### src/rtl/norm_sched_pkg.sv
// Shared types and width helpers for the normalization scheduler.
package norm_sched_pkg;

    typedef enum logic [2:0] {
        IDLE,
        PRED,
        SHIFT,
        FIX,
        DONE
    } state_e;

    function automatic int shw_f(input int len);
        return $clog2(len + 1);
    endfunction

    function automatic int idw_f(input int n);
        return (n > 1) ? $clog2(n) : 1;
    endfunction

endpackage

### src/rtl/norm_lzc.sv
// Leading-one encoder: shamt = W-1-index(msb set in c), zero flag when c is all zero.
module norm_lzc #(
    parameter int W   = 24,
    parameter int SHW = 5
) (
    input  logic [W-1:0]   c,
    output logic [SHW-1:0] shamt,
    output logic           zero
);

    // Upward scan so the highest set bit is the last one written.
    always_comb begin
        shamt = '0;
        zero  = 1'b1;
        for (int i = 0; i < W; i++) begin
            if (c[i]) begin
                shamt = SHW'(W - 1 - i);
                zero  = 1'b0;
            end
        end
    end

endmodule

### src/rtl/norm_sched.sv
// Arbitrated LZA + normalize-shift scheduler, one operation in flight at a time.
// NORM_SCHED_RR_EN selects round-robin arbitration; otherwise lowest index wins.
module norm_sched
    import norm_sched_pkg::*;
#(
    parameter int LEN     = 24,
    parameter int NUM_REQ = 4,
    parameter int SHW     = shw_f(LEN),
    parameter int IDW     = idw_f(NUM_REQ)
) (
    input  logic                   clk,
    input  logic                   rst,
    input  logic [NUM_REQ-1:0]     req_valid,
    output logic [NUM_REQ-1:0]     req_ready,
    input  logic [NUM_REQ*LEN-1:0] req_a,
    input  logic [NUM_REQ*LEN-1:0] req_b,
    output logic                   out_valid,
    input  logic                   out_ready,
    output logic [LEN-1:0]         out_mant,
    output logic [SHW-1:0]         out_shamt,
    output logic                   out_zero,
    output logic [IDW-1:0]         out_id,
    output logic                   busy
);

    state_e         state, state_nxt;
    logic [LEN-1:0] a_q, b_q, mant_q;
    logic [SHW-1:0] shamt_q;
    logic           zero_q;
    logic [IDW-1:0] id_q;
    logic           gnt_any;
    logic [IDW-1:0] gnt_id;

`ifdef NORM_SCHED_RR_EN
    logic [IDW-1:0] ptr_q;

    // Descending scan: the requester closest to the pointer is written last.
    always_comb begin
        gnt_any = 1'b0;
        gnt_id  = '0;
        for (int k = NUM_REQ - 1; k >= 0; k--) begin
            if (req_valid[(int'(ptr_q) + k) % NUM_REQ]) begin
                gnt_any = 1'b1;
                gnt_id  = IDW'((int'(ptr_q) + k) % NUM_REQ);
            end
        end
    end

    always_ff @(posedge clk or posedge rst) begin
        if (rst)
            ptr_q <= '0;
        else if (state == IDLE && gnt_any)
            ptr_q <= (gnt_id == IDW'(NUM_REQ - 1)) ? '0 : gnt_id + IDW'(1);
    end
`else
    always_comb begin
        gnt_any = 1'b0;
        gnt_id  = '0;
        for (int k = NUM_REQ - 1; k >= 0; k--) begin
            if (req_valid[k]) begin
                gnt_any = 1'b1;
                gnt_id  = IDW'(k);
            end
        end
    end
`endif

    logic [LEN-1:0] sum, p, nk, c, shifted;
    logic [SHW-1:0] lza_shamt;
    logic           lza_zero;

    assign sum     = a_q + b_q;
    assign p       = a_q ^ b_q;
    assign nk      = a_q | b_q;
    assign c       = {p[LEN-1:1] ^ nk[LEN-2:0], 1'b0};
    assign shifted = mant_q << shamt_q;

    norm_lzc #(.W(LEN), .SHW(SHW)) u_lzc (
        .c     (c),
        .shamt (lza_shamt),
        .zero  (lza_zero)
    );

    always_ff @(posedge clk or posedge rst) begin
        if (rst)
            state <= IDLE;
        else
            state <= state_nxt;
    end

    always_comb begin
        state_nxt = state;
        req_ready = '0;
        case (state)
            IDLE: if (gnt_any) begin
                state_nxt = PRED;
                // Reset must mask the grant strobe even though state already reads IDLE.
                req_ready[gnt_id] = !rst;
            end
            PRED:  state_nxt = SHIFT;
            SHIFT: state_nxt = (mant_q == '0 || shifted[LEN-1]) ? DONE : FIX;
            FIX:   state_nxt = DONE;
            DONE:  if (out_ready) state_nxt = IDLE;
            default: state_nxt = IDLE;
        endcase
    end

    always_ff @(posedge clk or posedge rst) begin
        if (rst) begin
            a_q     <= '0;
            b_q     <= '0;
            mant_q  <= '0;
            shamt_q <= '0;
            zero_q  <= 1'b0;
            id_q    <= '0;
        end else begin
            case (state)
                IDLE: if (gnt_any) begin
                    a_q  <= req_a[gnt_id*LEN +: LEN];
                    b_q  <= req_b[gnt_id*LEN +: LEN];
                    id_q <= gnt_id;
                end
                PRED: begin
                    mant_q  <= sum;
                    shamt_q <= lza_zero ? '0 : lza_shamt;
                    zero_q  <= 1'b0;
                end
                SHIFT: if (mant_q == '0) begin
                    shamt_q <= '0;
                    zero_q  <= 1'b1;
                end else begin
                    mant_q <= shifted;
                end
                FIX: begin
                    mant_q  <= mant_q << 1;
                    shamt_q <= shamt_q + SHW'(1);
                end
                default: ;
            endcase
        end
    end

    assign out_valid = (state == DONE);
    assign busy      = (state != IDLE);
    assign out_mant  = mant_q;
    assign out_shamt = shamt_q;
    assign out_zero  = zero_q;
    assign out_id    = id_q;

endmodule

### config.mk
export PLATFORM = sky130hd
export DESIGN_NAME = norm_sched
export DESIGN_NICKNAME = d
export VERILOG_FILES = /design/src/rtl/norm_sched_pkg.sv /design/src/rtl/norm_lzc.sv /design/src/rtl/norm_sched.sv
export SDC_FILE = /design/constraint.sdc
export NUM_CORES = 1
export LEC_CHECK = 0
export CORE_ASPECT_RATIO = 0.75
export CORE_MARGIN = 2
export CORE_UTILIZATION = 45
export DETAILED_ROUTE_END_ITERATION = 16
export GPL_ROUTABILITY_DRIVEN = 0
export PLACE_DENSITY = 0.81
export SETUP_SLACK_MARGIN = 0.5
export SLEW_MARGIN = 20
export SYNTH_ARGS = -nofsm -noshare
export SYNTH_HDL_FRONTEND = slang
export SYNTH_SLANG_ARGS = --single-unit
### constraint.sdc
create_clock -name clk -period 3.7 [get_ports clk]
set_input_delay 0.37 -clock clk [delete_from_list [all_inputs] [get_ports clk]]
set_output_delay 0.37 -clock clk [all_outputs]
set_load 0.005 [all_outputs]
==> results.toml <==
[run_status]
status = "finished clean"

[final_layout]
stdcell_area_mm2 = 0.0105
syn2layout_area_growth_pct = 37.0
count_of_non_filler_cells_in_the_finished_layout = 1310
layout.filler_cells = 1401
number_of_antenna_cells_inserted = 0
postLayoutCoreUtil_pct = 62.8
fraction_of_final_layout_cells_with_drive_strength_greater_than_1_pct = 7.12
finish.net_count = 1337

[min_path]
terminating_pin_of_the_worst_hold_path = "out_id[1]$_DFFE_PP0P_"
hp-start = "out_id[1]$_DFFE_PP0P_"
holdPathStages = 2
hold_path.class = "reg -> reg"

[sta]
hold_viol_final = 0
clock-skew-final_ns = 0.00522
rsz0062_at_grt = "false"
post-route-period-util_pct = 78.8
fmax_mhz = 343
final_max_slew_viol_count = 0
hold-worst-slack_ns = 0.495
fin_setup_tns_ns = 0
final.min_clock_period_ns = 2.92
layout_setup_ws_ns = 0.783
worstMarginPinSlew_ns = 1.00
setup_viol_count_final = 0
max_slew_margin_pct = 33.1

[synth]
ys_warn_count = 0
synth_seq_cells = 83
yosys.area_share.adder_pct = 7.94
async_s_r_ff_share_synth_pct = 100
top_ff_cell_synth = "sky130_fd_sc_hd__dfrtp_1"
synth_enable_flop_cells = 0
synth-seq-area-share_pct = 27.1
postSynthCellCount = 890
post_synth_and_or_nand_nor_area_fraction_pct = 12.3
post_synthesis_cell_area_mm2 = 0.00766
mapped_nets = 1137
yosys-mux-area-fraction_pct = 15.3
synth-xor-area-share_pct = 5.26
yosys.cell_types.count = 57
syn_area_per_cell_um2 = 8.61
largest_family_of_logic_cells_by_synthesized_area = "compound AO/OA/AOI/OAI gates"
compound_gate_fraction_of_synth_area_pct = 26.0

[place]
cell_area_placed_mm2 = 0.0102
dp_hpwl_mm = 19.5
dpl.cell_count = 1294
buffer_ports.inserted = 236
dpl_worst_slack_ns = 0.852

[floorplanning]
floorplan.die_area_mm2 = 0.0181
num_rows = 41
coreArea_mm2 = 0.0167
die_y_um = 117
die-width_um = 155
initial_utilization_pct = 45.8
ios = 237

[power]
powerDensity_mw_per_mm2 = 922
vdd_drop_max_mv = 0.394
seq_power_share_pct = 21.3
clkPwrFrac_pct = 8.7
p_comb_share_pct = 70.0
power.leakage_nw = 4.23
share_of_total_power_consumed_by_net_switching_pct = 49.5
net_load_switching_power_mw = 4.79
p_int_mw = 4.89
design_power_total_mw = 9.68

[cts]
cts_htree_levels = 3
clock_tree.root_cell = "sky130_fd_sc_hd__clkbuf_16"
cts-resized-gates = 0
cts-hold-fix-buffers = 0
max-clock-path-buffers = 2
tritoncts = "done"
clkSinkCount = 83
post-cts-setup-buffer-count = 0
clk_pin_slew_worst_paths_ns = 0.06
clock_latency_ns = 0.34
cts_made_buffers = 9

[routing]
post_drt_wl_per_cell_um = 19.0
wl_met3_mm = 1.95
final_antenna_net_count = 0
detailroute.wirelength.met2_mm = 11.0
maxUsedRoutingLayer = "met4"
drt_first_pass_iters = 5
route.final.wire_length_mm = 24.9
vias = 7900
initialDrtViolationCount = 715
wl_met1_mm = 11.6
drc = 0
via_per_inst = 6.03

[flow_run]
cap_viol_max_count = 0

[worst_setup_path]
cp.required_ns = 3.93
worst_setup_path_start_kind = "register"
critical_path_class = "reg -> reg"
peak_fanout_along_the_critical_path = 17
setup.reg_to_reg.worst_slack_ns = 0.78
regToRegStartpoint = "out_shamt[1]$_DFFE_PP0P_"
worst_r2r_endpoint = "out_mant[20]$_DFFE_PP0P_"
r2r.worst_path.cells = 7
timing.critical_path.arrival_ns = 3.15
setup.worst_path.start = "out_shamt[1]$_DFFE_PP0P_"
worst_setup_end_kind = "register"

[grt]
grt.total_usage_pct = 27.6
grt_max_degree = 100
grt.overflow.total = 0
grt_pass1_wl_mm = 39.7
grt_pass1_vias = 7501
grt_antenna_before_repair = 0
cell families after synthesis:
group,count (synthesis)
buf+inv,123
xor+xnor,46
compound gates,285
mux,89
simple gates,216
flops,83
fa+ha+maj,48
layer usage:
metal | up-vias | GRT usage, %
li1 | 3720 | -
met1 | 3755 | 41.3
met2 | 391 | 41.9
met3 | 34 | 5.08
met4 | 0 | 5.49
met5 | - | 0
layout make-up:
cell class | count | area [um^2] | area share, %
Clock buffer | 12 | 246 | 2.35
Clock inverter | 4 | 26.3 | 0.250
Inverter | 55 | 208 | 1.98
Multi-Input combinational cell | 684 | 5140 | 48.9
Sequential cell | 83 | 2080 | 19.8
Tap cell | 215 | 269 | 2.56
Timing Repair Buffer | 257 | 2530 | 24.1
flip-flops by register name, summed over array words and instances, names as in the netlist:
register / count
state: 3
a_q: 24
out_shamt: 5
out_zero: 1
out_mant: 24
b_q: 24
out_id: 2
critical path: stages (launching register included):
cell and delay [ns]:
sky130_fd_sc_hd__dfrtp_1 0.80, sky130_fd_sc_hd__buf_4 0.31, sky130_fd_sc_hd__mux4_2 0.33, sky130_fd_sc_hd__mux2i_1 0.36, sky130_fd_sc_hd__a211oi_1 0.18, sky130_fd_sc_hd__a211oi_1 0.44, sky130_fd_sc_hd__o221ai_1 0.23, sky130_fd_sc_hd__o21a_1 0.15
synth_stat cells, drive strengths merged, types with 3 or more instances:
cell | number | area (um^2)
o21a | 8 | 60.1
o221ai | 47 | 412
nor4 | 6 | 37.5
nor2b | 9 | 63.8
a21oi | 45 | 229
a221oi | 5 | 43.8
and3 | 5 | 31.3
ha | 47 | 588
inv | 55 | 206
mux2 | 12 | 135
a222oi | 9 | 90.1
nand3 | 8 | 40.0
xnor2 | 23 | 201
a311oi | 3 | 26.3
a31oi | 6 | 37.5
o21ai | 65 | 325
dfrtp | 83 | 2080
xor2 | 23 | 201
nor3 | 14 | 70.1
mux4 | 21 | 473
nor2 | 51 | 191
a21o | 6 | 45.0
nand2 | 108 | 405
a211oi | 15 | 113
o211ai | 5 | 37.5
buf | 16 | 71.3
a221o | 4 | 40.0
a22oi | 49 | 368
nor3b | 4 | 30.0
clkbuf | 52 | 195
mux2i | 56 | 561
worst max path at each step:
stage / slack [ns] / cells after the start / to
2_1_floorplan: 1.08 / 11 / out_mant[22]$_DFFE_PP0P_
3_3_place_gp: 0.91 / 11 / out_mant[22]$_DFFE_PP0P_
3_5_place_dp: 0.85 / 11 / out_mant[22]$_DFFE_PP0P_
4_1_cts: 0.84 / 11 / out_mant[22]$_DFFE_PP0P_
5_1_grt: 0.58 / 11 / out_mant[14]$_DFFE_PP0P_
6_report: 0.78 / 7 / out_mant[20]$_DFFE_PP0P_
layout by cell type (no fill, tap or decap), types with 5 or more instances in the layout:
master and count:
sky130_fd_sc_hd__clkdlybuf4s50_1 236, sky130_fd_sc_hd__nand2_1 108, sky130_fd_sc_hd__dfrtp_1 83, sky130_fd_sc_hd__o21ai_0 65
sky130_fd_sc_hd__mux2i_1 56, sky130_fd_sc_hd__inv_1 54, sky130_fd_sc_hd__nor2_1 50, sky130_fd_sc_hd__a22oi_1 49
sky130_fd_sc_hd__o221ai_1 47, sky130_fd_sc_hd__ha_1 47, sky130_fd_sc_hd__a21oi_1 44, sky130_fd_sc_hd__xnor2_1 23
sky130_fd_sc_hd__xor2_1 23, sky130_fd_sc_hd__mux4_2 21, sky130_fd_sc_hd__buf_4 20, sky130_fd_sc_hd__a211oi_1 15
sky130_fd_sc_hd__nor3_1 13, sky130_fd_sc_hd__mux2_2 12, sky130_fd_sc_hd__a222oi_1 9, sky130_fd_sc_hd__clkbuf_16 9
sky130_fd_sc_hd__o21a_1 8, sky130_fd_sc_hd__nor2b_1 8, sky130_fd_sc_hd__nand3_1 7, sky130_fd_sc_hd__nor4_1 6
sky130_fd_sc_hd__a21o_1 6, sky130_fd_sc_hd__a31oi_1 6, sky130_fd_sc_hd__a221oi_1 5, sky130_fd_sc_hd__o211ai_1 5
power by group through the flow:
stage          Clock [mW]  Sequential, mW  Combinational [mW]
6_report            0.840            2.06                6.78
5_1_grt             0.888            2.13                7.49
4_1_cts             0.849            2.04                6.66
3_5_place_dp            0            2.06                6.60
3_3_place_gp            0            2.02                6.49
2_1_floorplan           0            1.77                4.85
Note: power is estimated with default switching activity, not from simulation.
